$ cat src/rtl/univ_shift_reg.sv
// univ_shift_reg: parametrised universal shift register.
// WIDTH-bit register with async active-low reset to RST_VAL, synchronous
// clear, clock enable, and modes hold / shift right / shift left / parallel
// load. Shifts can rotate, and rotating ignores the serial inputs.
//
// Ports:
//   clk     rising-edge clock
//   rst_n   asynchronous active-low reset (q <= RST_VAL)
//   clr     synchronous clear (q <= 0); overrides en and mode
//   en      clock enable; low holds q
//   mode    00 hold, 01 shift right, 10 shift left, 11 parallel load
//   rot     1: shifts are circular, serial inputs ignored
//   sin_r   serial input entering at q[WIDTH-1] on a right shift
//   sin_l   serial input entering at q[0] on a left shift
//   d       parallel load data
//   q       register contents
//   sout_r  q[0], the bit leaving on the next right shift (combinational)
//   sout_l  q[WIDTH-1], the bit leaving on the next left shift (combinational)
module univ_shift_reg #(
    parameter int unsigned      WIDTH   = 8,
    parameter logic [WIDTH-1:0] RST_VAL = '0
) (
    input  logic             clk,
    input  logic             rst_n,
    input  logic             clr,
    input  logic             en,
    input  logic [1:0]       mode,
    input  logic             rot,
    input  logic             sin_r,
    input  logic             sin_l,
    input  logic [WIDTH-1:0] d,
    output logic [WIDTH-1:0] q,
    output logic             sout_r,
    output logic             sout_l
);

    localparam logic [1:0] MODE_HOLD  = 2'b00;
    localparam logic [1:0] MODE_SHR   = 2'b01;
    localparam logic [1:0] MODE_SHL   = 2'b10;
    localparam logic [1:0] MODE_LOAD  = 2'b11;

    // Shifting needs at least two cells; 32 bits is the supported ceiling.
    if (WIDTH < 2 || WIDTH > 32) begin : g_bad_width
        $error("univ_shift_reg: WIDTH must be in 2..32");
    end

    logic [WIDTH-1:0] q_nxt;
    logic             shr_in;
    logic             shl_in;

    // Bits entering the vacated end on each shift direction.
    assign shr_in = rot ? q[0]       : sin_r;
    assign shl_in = rot ? q[WIDTH-1] : sin_l;

    // Next-state selection: clr beats en, en beats mode.
    always_comb begin
        q_nxt = q;
        if (clr) begin
            q_nxt = '0;
        end else if (en) begin
            case (mode)
                MODE_HOLD: q_nxt = q;
                MODE_SHR:  q_nxt = {shr_in, q[WIDTH-1:1]};
                MODE_SHL:  q_nxt = {q[WIDTH-2:0], shl_in};
                MODE_LOAD: q_nxt = d;
                default:   q_nxt = q;
            endcase
        end
    end

    // Storage cells.
    always_ff @(posedge clk or negedge rst_n) begin
        if (!rst_n) begin
            q <= RST_VAL;
        end else begin
            q <= q_nxt;
        end
    end

    // Serial outputs come straight from q so chained instances add no latency.
    assign sout_r = q[0];
    assign sout_l = q[WIDTH-1];

endmodule

$ cat config.mk
export PLATFORM = sky130hd
export DESIGN_NAME = univ_shift_reg
export DESIGN_NICKNAME = d
export VERILOG_FILES = /design/src/rtl/univ_shift_reg.sv
export SDC_FILE = /design/constraint.sdc
export NUM_CORES = 1
export LEC_CHECK = 0
export ABC_AREA = 1
export BUFFER_PORTS_ARGS = -buffer_cell sky130_fd_sc_hd__buf_2
export CAP_MARGIN = 10
export CORE_AREA = 2 2 39 41
export CTS_BUF_LIST = sky130_fd_sc_hd__clkbuf_2 sky130_fd_sc_hd__clkbuf_4 sky130_fd_sc_hd__clkbuf_8
export DETAILED_ROUTE_END_ITERATION = 7
export DIE_AREA = 0 0 41 43
export PLACE_DENSITY = 0.72
export SLEW_MARGIN = 10
export SYNTH_ARGS = -nofsm -noshare
export SYNTH_HDL_FRONTEND = slang
export SYNTH_SLANG_ARGS = --single-unit
$ cat constraint.sdc
create_clock -name clk -period 2.2 [get_ports clk]
set_input_delay 0.44 -clock clk [delete_from_list [all_inputs] [get_ports clk]]
set_output_delay 0.44 -clock clk [all_outputs]
set_load 0.05 [all_outputs]
### Word level (Yosys, flattened, before mapping)

Cells that the tools add are included.

| word-level totals | value |
|---|---|
| flip-flop bits (word level) | 8 |

| cells by class | value |
|---|---|
| equal/unequal tests | 4 |
| multiplexer cells | 5 |
| reductions and logical operators | 3 |

Operators by type and width:

| cell | number |
|---|---|
| 8-bit case mux with 3 select lines | 1 |
| 8-bit two-way mux | 2 |
| 2-bit equality test, second input constant | 2 |
| 2-bit by 1-bit equality test with 1-bit output, second input constant | 1 |
| 2-bit logical NOT | 1 |
| 1-bit two-way mux | 2 |
| 2-bit != test, second input constant | 1 |
| 2-bit AND reduction | 1 |
| 2-bit nonzero test | 1 |

### Longest topological paths before layout

Gate-level depths: netlist of the first run.

| depth | value |
|---|---|
| depth after elaboration | 4 |
| depth in mapped cells | 7 |

### Worst setup path after synthesis of the first run

No wires, ideal clock.

| timing path | value |
|---|---|
| kind | register to output |
| from | reg q[0] |
| to | out q[0] |
| arrival | 939 ps |
| required time | 1760 ps |
| slack | 821 ps |
| stages on the path, launching flop included | 2 |
| path buffers | 1 |
| path through | dfrtp_1 buf_4 |

RTL lines:

| element | line | RTL |
|---|---|---|
| start: declaration | 32 | `output logic [WIDTH-1:0] q,` |
| start signal: assignment | 76 | `q <= q_nxt;` |

No word-level cell between the ends.

### Worst setup path in the final report of the first run

| timing path | value |
|---|---|
| from | reg q[7] |
| to | out q[7] |

No word-level cell between the ends.

==> out/metrics.cfg, run 1 <==
[cts]
clockRootBuffer=clkbuf_4
cts_made_buffers=3
h-tree-depth=1
cts_tree=built
post-cts-setup-buffers=0
postCtsResizedCells=0
hold_buffers=0
clock_tree.buffer_depth=2
cts.clk_slew.worst_paths_ps=50
clkSinkCount=8
insertion_delay_ps=260

[power_and_ir_drop]
power_density_nw_per_um2=508.2
leakagePower_uw=0.0004605
vdd_drop_max_v=0.0002552
power_uw=366.2

[critical_path]
cp-end-kind=output pin
max_stage_delay_ps=410
r2r-start=q[0]$_DFFE_PN0P_
cp_slowest_cell=dfrtp_1
critPathKind=flop to output pin
worstPathMaxFanout=5
required_ps=1760
path_buf_inv=1
worst_r2r_endpoint=q[7]$_DFFE_PN0P_
path_delay_family=flip-flops
r2r_slack_ps=1350
critPathArrivalTime_ps=950
reg2reg_depth=6
crit_path_start_kind=flop
path_cells=buf_2

[sta]
slew_viol_final=0
grt_setup_unrepaired=false
max_slew_margin_pct=83.51
final.setup.tns_ps=0
fin_skew_ps=1.015
setup_ws_ps=808.3
min_period_over_period_pct=63.26
period_minus_slack_ps=1392
hold_viol=0
clock.fmax_ghz=0.7185
setup_viol=0
worst_pin_slew_ps=249.1

[floorplan]
start_util_pct=40.69
rows=14
die_y_um=43
dieArea_um2=1763
num_io_pins=27
core_area_um2=1384
die_w_um=41

[routing]
first_pass_iters=4
vias_per_cell=4.723
ant_nets=0
drcViolationCount=0
dr.first_iter.drc_count=9
post_drt_wl_per_cell_um=9.677
num_vias=614
wirelength_mm=1.258

[yosys]
synthesis.nets=104
synthCells=87
synth_seq_area_share_pct=35.56
synthesis.area_um2=563.0
ys_seq_elements=8
synth.avg_cell_area_um2=6.472
yosysUniqueCellTypes=11
yosys_warnings=0

[global_routing]
grt_pass1_wl_mm=1.959
grt_pass1_vias=510
antenna_found_initial=0
grt_overflow=0
grt.total_usage_pct=15.65
grt_max_degree=11

[placement]
port-buffer-count=26
place_congestion=0.8151
dp_hpwl_um=982.8
pre_cts_slack_ps=913.1
dpl.cell_count=127

[finish]
nFillCells=152
nNetsFinal=133
syn_to_final_growth_pct=28.00
top_regs=q (8)
drive_above_1_share_pct=31.58
diodes=0
stdcell_count=130
largest-register=q
largest_reg_flops=8

[job]
drv_cap=0

[run_status]
status=completed

[min_path]
hp-class=input pin to asynchronous set/reset pin

-- metrics by stage --
| stage | instance area, µm² | hold WS (ps) | utilization [%] |
|---|---|---|---|
| global placement | 698.2 | 294.7 | 50.45 |
| CTS | 720.7 | 25.85 | 52.08 |
| detailed placement | 698.2 | 296.1 | 50.45 |
| floorplan | 563.0 | 144.4 | - |
| finish | 720.7 | 19.36 | 52.08 |
| global route | 720.7 | 24.33 | 52.08 |
-- worst register-to-register path: cells and delay by family (launching register included) --
family                 cells  cell delay [ps]
buffers and inverters      1               70
and+or+nand+nor            5              270
DFF                        1              410
-- worst max path at each step --
stage	startpoint	end	slack, ps	cells past startpoint
6_report	q[7]$_DFFE_PN0P_	q[7]	810	1
5_1_grt	q[7]$_DFFE_PN0P_	q[7]	750	1
4_1_cts	q[7]$_DFFE_PN0P_	q[7]	800	1
3_5_place_dp	mode[1]	q[2]$_DFFE_PN0P_	910	6
3_3_place_gp	mode[1]	q[2]$_DFFE_PN0P_	930	6
2_1_floorplan	q[0]$_DFFE_PN0P_	q[0]	820	1
-- kinds of logic after synthesis --
family | count (synthesis) | synth area share, %
flops | 8 | 35.56
compound gates | 1 | 2.890
buf+inv | 10 | 7.999
simple gates | 68 | 53.56
-- cell usage in the layout, fill, tap and decap left out --
cell type  synthesis  final
nand2_4            1      1
nor2_8             1      1
clkbuf_4           0      3
nand2_1           54     54
buf_2              0     26
a21oi_4            1      1
inv_2              2      2
nand2_2            1      1
nor2_4             1      1
dfrtp_1            8      8
nand3_1           10     10
inv_1              6      6
-- synthesized netlist by cell type --
library cell   n  share of area (%)
buf_4          2                2.7
inv_1          6                4.0
dfrtp_1        8                 36
nand2_1       54                 36
nand3_1       10                8.9
nor2_4         1                2.0
nand2_4        1                2.0
nor2_8         1                3.6
nand2_2        1                1.1
a21oi_4        1                2.9
inv_2          2                1.3
-- power breakdown --
group	switching, µW	leakage [µW]	internal [µW]
logic	64.3	0.000336	29.6
clock network	51.8	0.0000138	62.6
registers	5.58	0.000110	152
-- layout make-up --
type,instances,area (µm²),share of cell area [%]
Multi-Input combinational cell,69,317.8,44.10
Sequential cell,8,200.2,27.78
Clock buffer,3,22.52,3.125
Tap cell,16,20.02,2.778
Inverter,8,30.03,4.167
Timing Repair Buffer,26,130.1,18.06
-- per-layer routing --
layer | routed length, µm | GRT usage, %
met1 | 524 | 21.74
met2 | 618 | 23.75
met3 | 114 | 5.236
met4 | 0 | 2.000
met5 | 0 | 0
Note: power is estimated with default switching activity, not from simulation.
==> run 2: changes to the inputs <==
--- a/config.mk
+++ b/config.mk
@@ -8,11 +8,10 @@
 export ABC_AREA = 1
 export BUFFER_PORTS_ARGS = -buffer_cell sky130_fd_sc_hd__buf_2
 export CAP_MARGIN = 10
-export CORE_AREA = 2 2 39 41
+export CORE_UTILIZATION = 42
 export CTS_BUF_LIST = sky130_fd_sc_hd__clkbuf_2 sky130_fd_sc_hd__clkbuf_4 sky130_fd_sc_hd__clkbuf_8
 export DETAILED_ROUTE_END_ITERATION = 7
-export DIE_AREA = 0 0 41 43
-export PLACE_DENSITY = 0.72
+export PLACE_DENSITY = 0.75
 export SLEW_MARGIN = 10
 export SYNTH_ARGS = -nofsm -noshare
 export SYNTH_HDL_FRONTEND = slang
==> constraint.sdc (replaced) <==
create_clock -name clk -period 1.28 [get_ports clk]
set_input_delay 0.256 -clock clk [delete_from_list [all_inputs] [get_ports clk]]
set_output_delay 0.256 -clock clk [all_outputs]
set_load 0.05 [all_outputs]
==> out/metrics.cfg, run 2 (synthesis results as in run 1) <==
[global_routing]
grt.total_usage_pct=21.41  ; +5.8 points
grt_overflow=0  ; unchanged
grt_pass1_vias=534  ; +4.7%
grt_max_degree=11  ; unchanged
antenna_found_initial=0  ; unchanged
grt_pass1_wl_mm=2.152  ; +9.9%

[critical_path]
worst_r2r_endpoint=q[7]$_DFFE_PN0P_
path_cells=buf_2
cp_slowest_cell=dfrtp_1
cp-end-kind=output pin
critPathKind=flop to output pin
critPathCapture=sout_r
r2r_slack_ps=430  ; -920 ps
path_buf_inv=1  ; unchanged
path_delay_family=flip-flops
worstPathMaxFanout=5  ; unchanged
reg2reg_depth=6  ; unchanged
max_stage_delay_ps=410  ; about the same
r2r-start=q[0]$_DFFE_PN0P_
path_depth=1  ; unchanged
required_ps=1020  ; -740 ps
crit_path_start_kind=flop
startpoint=q[0]$_DFFE_PN0P_
critPathArrivalTime_ps=950  ; about the same

[cts]
h-tree-depth=1  ; unchanged
cts.clk_slew.worst_paths_ps=60  ; about the same
clock_tree.buffer_depth=2  ; unchanged
cts_tree=built
post-cts-setup-buffers=0  ; unchanged
clockRootBuffer=clkbuf_4
insertion_delay_ps=250  ; about the same
postCtsResizedCells=0  ; unchanged
cts_made_buffers=3  ; unchanged
clkSinkCount=8  ; unchanged
hold_buffers=1  ; +1

[sta]
worst_pin_slew_ps=248.3  ; -0.7939 ps
final.setup.tns_ps=0  ; unchanged
period_minus_slack_ps=1201
hold_viol=0  ; unchanged
slew_viol_final=0  ; unchanged
min_period_over_period_pct=93.83
max_slew_margin_pct=83.56  ; about the same
setup_ws_ps=78.98  ; -729.3 ps
fin_skew_ps=4.422  ; +3.407 ps
grt_setup_unrepaired=false
clock.fmax_ghz=0.8326
setup_viol=0  ; unchanged

[run_status]
status=completed

[finish]
largest-register=q
multi_input_area_um2=317.8  ; unchanged
syn_to_final_growth_pct=29.33
drive_above_1_share_pct=31.30  ; -0.27 points
nNetsFinal=134  ; +0.75%
top_regs=q (8)
post-route-util_pct=62.18  ; +10 points
nFillCells=111  ; -27%
fin_area_um2=728.2  ; +1.0%
layout_commonest_cell=nand2_1
diodes=0  ; unchanged
layout_common_cells=nand2_1 (54), buf_2 (26), nand3_1 (10)
largest_reg_flops=8  ; unchanged
seq_area_um2=200.2  ; unchanged

[routing]
num_vias=610  ; -0.65%
vias_per_cell=4.729  ; +0.12%
drcViolationCount=0  ; unchanged
first_pass_iters=4  ; unchanged
post_drt_wl_per_cell_um=9.977  ; +3.1%
wirelength_mm=1.287  ; +2.3%
dr.first_iter.drc_count=7  ; -2
ant_nets=0  ; unchanged

[floorplan]
start_util_pct=48.08  ; +7.4 points
dieArea_um2=1491  ; -15%
rows=12  ; -2
die_w_um=38.62  ; -5.8%
core_area_um2=1171  ; -15%
num_io_pins=27  ; unchanged
die_y_um=38.62  ; -10%

[placement]
port-buffer-count=26  ; unchanged
placed_area_um2=695.7  ; -0.36%
place_congestion=0.8002  ; -1.8%
dp_hpwl_um=959.9  ; -2.3%
pre_cts_slack_ps=165.8  ; -747.2 ps

[power_and_ir_drop]
power_density_nw_per_um2=858.8  ; +69%
vdd_drop_max_v=0.0004426  ; +73%
leakagePower_uw=0.0004647  ; +0.91%
power_uw=625.4  ; +71%

[min_path]
hp-class=input pin to flop

[job]
drv_cap=0  ; unchanged

run 2: changes by cell type in the layout (fill, tap and decap cells not counted), sizes merged:
cell         before  now
dlygate4sd3       0    1
run 2: stage by stage:
stage          std cells  hold slack, ps
2_1_floorplan         87          -39.59
3_3_place_gp         125           107.4
3_5_place_dp         125           110.5
4_1_cts              129           318.9
5_1_grt              129           347.3
6_report             129           319.6
run 2: worst min path at each step:
stage	cells past startpoint	slack, ps	end	start
after global routing	5	350	q[1]$_DFFE_PN0P_	d[1]
after detailed placement	1	110	q[2]$_DFFE_PN0P_	rst_n
after global placement	1	110	q[2]$_DFFE_PN0P_	rst_n
after CTS	5	320	q[2]$_DFFE_PN0P_	d[2]
final	5	320	q[3]$_DFFE_PN0P_	d[3]
after floorplan	0	-40	q[0]$_DFFE_PN0P_	rst_n
run 2: power breakdown:
part	internal, µW	switching, µW	total (µW)
clock network	107	81.9	189
registers	262	10.2	272
logic	52.8	112	164
run 2: per-layer routing:
metal	wire (µm)	global-route usage, %	vias up	share of wire (%)
li1	-	-	319	-
met1	615	25.64	271	48
met2	602	37.92	18	47
met3	57	3.468	2	4.4
met4	11	7.759	0	0.85
met5	0	0	-	0
run 2: worst register-to-register path, stage by stage, from the launching register on:
cell and delay [ps]:
dfrtp_1 420, inv_1 70, nand2_1 40, nand3_1 70, nand2_1 60, nand2_1 50
nand2_1 40
run 2: layout make-up:
cell class,count,area share (%)
clock buffers,3,3.093
inverters,8,4.124
multi-input cells,69,43.64
flip-flops and latches,8,27.49
well taps,14,2.405
repair buffers,27,19.24
==> run 3: changes to the inputs <==
--- a/config.mk
+++ b/config.mk
@@ -6,7 +6,7 @@
 export NUM_CORES = 1
 export LEC_CHECK = 0
 export ABC_AREA = 1
-export BUFFER_PORTS_ARGS = -buffer_cell sky130_fd_sc_hd__buf_2
+export BUFFER_PORTS_ARGS = -buffer_cell sky130_fd_sc_hd__clkbuf_2
 export CAP_MARGIN = 10
 export CORE_UTILIZATION = 42
 export CTS_BUF_LIST = sky130_fd_sc_hd__clkbuf_2 sky130_fd_sc_hd__clkbuf_4 sky130_fd_sc_hd__clkbuf_8
==> out/metrics.cfg, run 3 (synthesis results as in run 1) <==
[floorplan]
num_io_pins=27  ; unchanged
start_util_pct=48.08  ; unchanged
core_area_um2=1171  ; unchanged
rows=12  ; unchanged
dieArea_um2=1491  ; unchanged
die_y_um=38.62  ; unchanged
die_w_um=38.62  ; unchanged

[sta]
min_period_over_period_pct=96.58  ; +2.7 points
final.setup.tns_ps=0  ; unchanged
setup_viol=0  ; unchanged
fin_skew_ps=3.079  ; -1.343 ps
grt_setup_unrepaired=false
slew_viol_final=0  ; unchanged
clock.fmax_ghz=0.8089  ; -2.8%
worst_pin_slew_ps=277.9  ; +29.63 ps
hold_viol=0  ; unchanged
period_minus_slack_ps=1236  ; +35.19 ps
max_slew_margin_pct=81.55  ; -2.0 points

[cts]
insertion_delay_ps=260  ; about the same
post-cts-setup-buffers=0  ; unchanged
cts_tree=built
clkSinkCount=8  ; unchanged
h-tree-depth=1  ; unchanged
cts_made_buffers=3  ; unchanged
clock_tree.buffer_depth=2  ; unchanged
cts.clk_slew.worst_paths_ps=60  ; about the same
clockRootBuffer=clkbuf_4

[power_and_ir_drop]
power_density_nw_per_um2=880.2  ; +2.5%
leakagePower_uw=0.0004607  ; -0.86%
comb_power_share_pct=25.8  ; -0.5 points
seqPwrFrac_pct=42.5  ; -1.0 points
internal_power_uw=422.0  ; about the same
vdd_drop_max_v=0.0004901  ; +11%
swShare_pct=34.16  ; +1.6 points
clockPowerShare_pct=31.8  ; +1.6 points
switchingPower_uw=219.0  ; +7.5%

[finish]
drive_above_1_share_pct=31.30  ; unchanged
top_regs=q (8)
multi_input_area_um2=317.8  ; unchanged
largest-register=q
seq_area_um2=200.2  ; unchanged
nNetsFinal=134  ; unchanged
stdcell_count=129  ; unchanged
nFillCells=124  ; +12%
syn_to_final_growth_pct=29.33  ; unchanged
layout_common_cells=nand2_1 (54), clkbuf_2 (25), nand3_1 (10)
layout_commonest_cell=nand2_1
largest_reg_flops=8  ; unchanged
diodes=0  ; unchanged

[routing]
first_pass_iters=4  ; unchanged
num_vias=631  ; +3.4%
vias_per_cell=4.891  ; +3.4%
wirelength_mm=1.337  ; +3.9%
post_drt_wl_per_cell_um=10.36  ; +3.9%
drcViolationCount=0  ; unchanged
ant_nets=0  ; unchanged
dr.first_iter.drc_count=11  ; +4

[placement]
dp_hpwl_um=985.4  ; +2.7%
port-buffer-count=26  ; unchanged
place_congestion=0.7961  ; -0.51%
dpl.cell_count=125  ; unchanged

[critical_path]
required_ps=1020  ; about the same
max_stage_delay_ps=410  ; about the same
critPathArrivalTime_ps=980  ; +30 ps
path_buf_inv=1  ; unchanged
worstPathMaxFanout=5  ; unchanged
path_delay_family=flip-flops
critPathKind=flop to output pin
crit_path_start_kind=flop
path_cells=clkbuf_2
cp_slowest_cell=dfrtp_1
cp-end-kind=output pin

[run_status]
status=completed

[global_routing]
grt.total_usage_pct=20.68  ; -0.73 points
grt_pass1_vias=512  ; -4.1%
antenna_found_initial=0  ; unchanged
grt_pass1_wl_mm=2.056  ; -4.5%
grt_overflow=0  ; unchanged
grt_max_degree=11  ; unchanged

[job]
drv_cap=0  ; unchanged

[min_path]
hp-class=input pin to flop

==> run 3: cell types whose count changed in the layout (fill, tap and decap cells not counted), sizes merged <==
cell,before,now
buf,26,1
clkbuf,3,28
==> run 3: worst paths after layout <==
path                                  startpoint                to  slack, ps  depth (start not counted)
worst max-delay path            q[0]$_DFFE_PN0P_              q[0]         40                          1
worst min-delay path                        d[2]  q[2]$_DFFE_PN0P_        300                          5
worst max register to register  q[0]$_DFFE_PN0P_  q[7]$_DFFE_PN0P_        400                          6
worst min register to register  q[3]$_DFFE_PN0P_  q[3]$_DFFE_PN0P_        540                          2
max in group asynchronous                  rst_n  q[6]$_DFFE_PN0P_        720                          2
min in group asynchronous                  rst_n  q[2]$_DFFE_PN0P_        370                          2
==> run 3: cell type report <==
cell class	count	area share [%]
Multi-Input combinational cell	69	43.64
Tap cell	14	2.405
Sequential cell	8	27.49
Inverter	8	4.124
Clock buffer	3	3.093
Timing Repair Buffer	27	19.24
==> run 3: repair_timing <==
action                                  CTS  global route
hold buffers                              1             0
hold endpoints to repair                  8             0
endpoints found under the setup margin    0             1
gates resized for setup                   0             1
==> run 3: worst reg2reg max path, stage by stage, from the launching register on <==
cell and delay (ps):
dfrtp_1 420, inv_1 80, nand2_1 50, nand3_1 70, nand2_1 60, nand2_1 50
nand2_1 40
==> run 3: through the flow <==
step           area [µm²]  power (µW)  setup WS, ps  hold slack [ps]  utilization [%]
6_report            728.2       641.0         43.79            300.5            62.18
5_1_grt             728.2       673.4         6.085            316.6            62.18
4_1_cts             728.2       642.6         46.40            305.8            62.18
3_5_place_dp        695.7       440.1         160.3            116.4            59.40
3_3_place_gp        695.7       437.5         202.7            111.8            59.40
2_1_floorplan       563.0       381.1         85.30           -39.59                -
==> run 3: routing by layer <==
metal	GRT usage (%)	wire length, µm
met5	0	0
met4	12.93	11
met3	3.468	89
met2	32.08	619
met1	26.37	617
==> run 3: power groups by stage <==
stage | Sequential [µW] | Clock, µW | Combinational [µW]
after global routing | 273 | 221 | 180
final | 272 | 204 | 165
after floorplan | 306 | 0 | 75.5
after CTS | 272 | 204 | 167
after global placement | 276 | 0 | 161
after detailed placement | 276 | 0 | 164
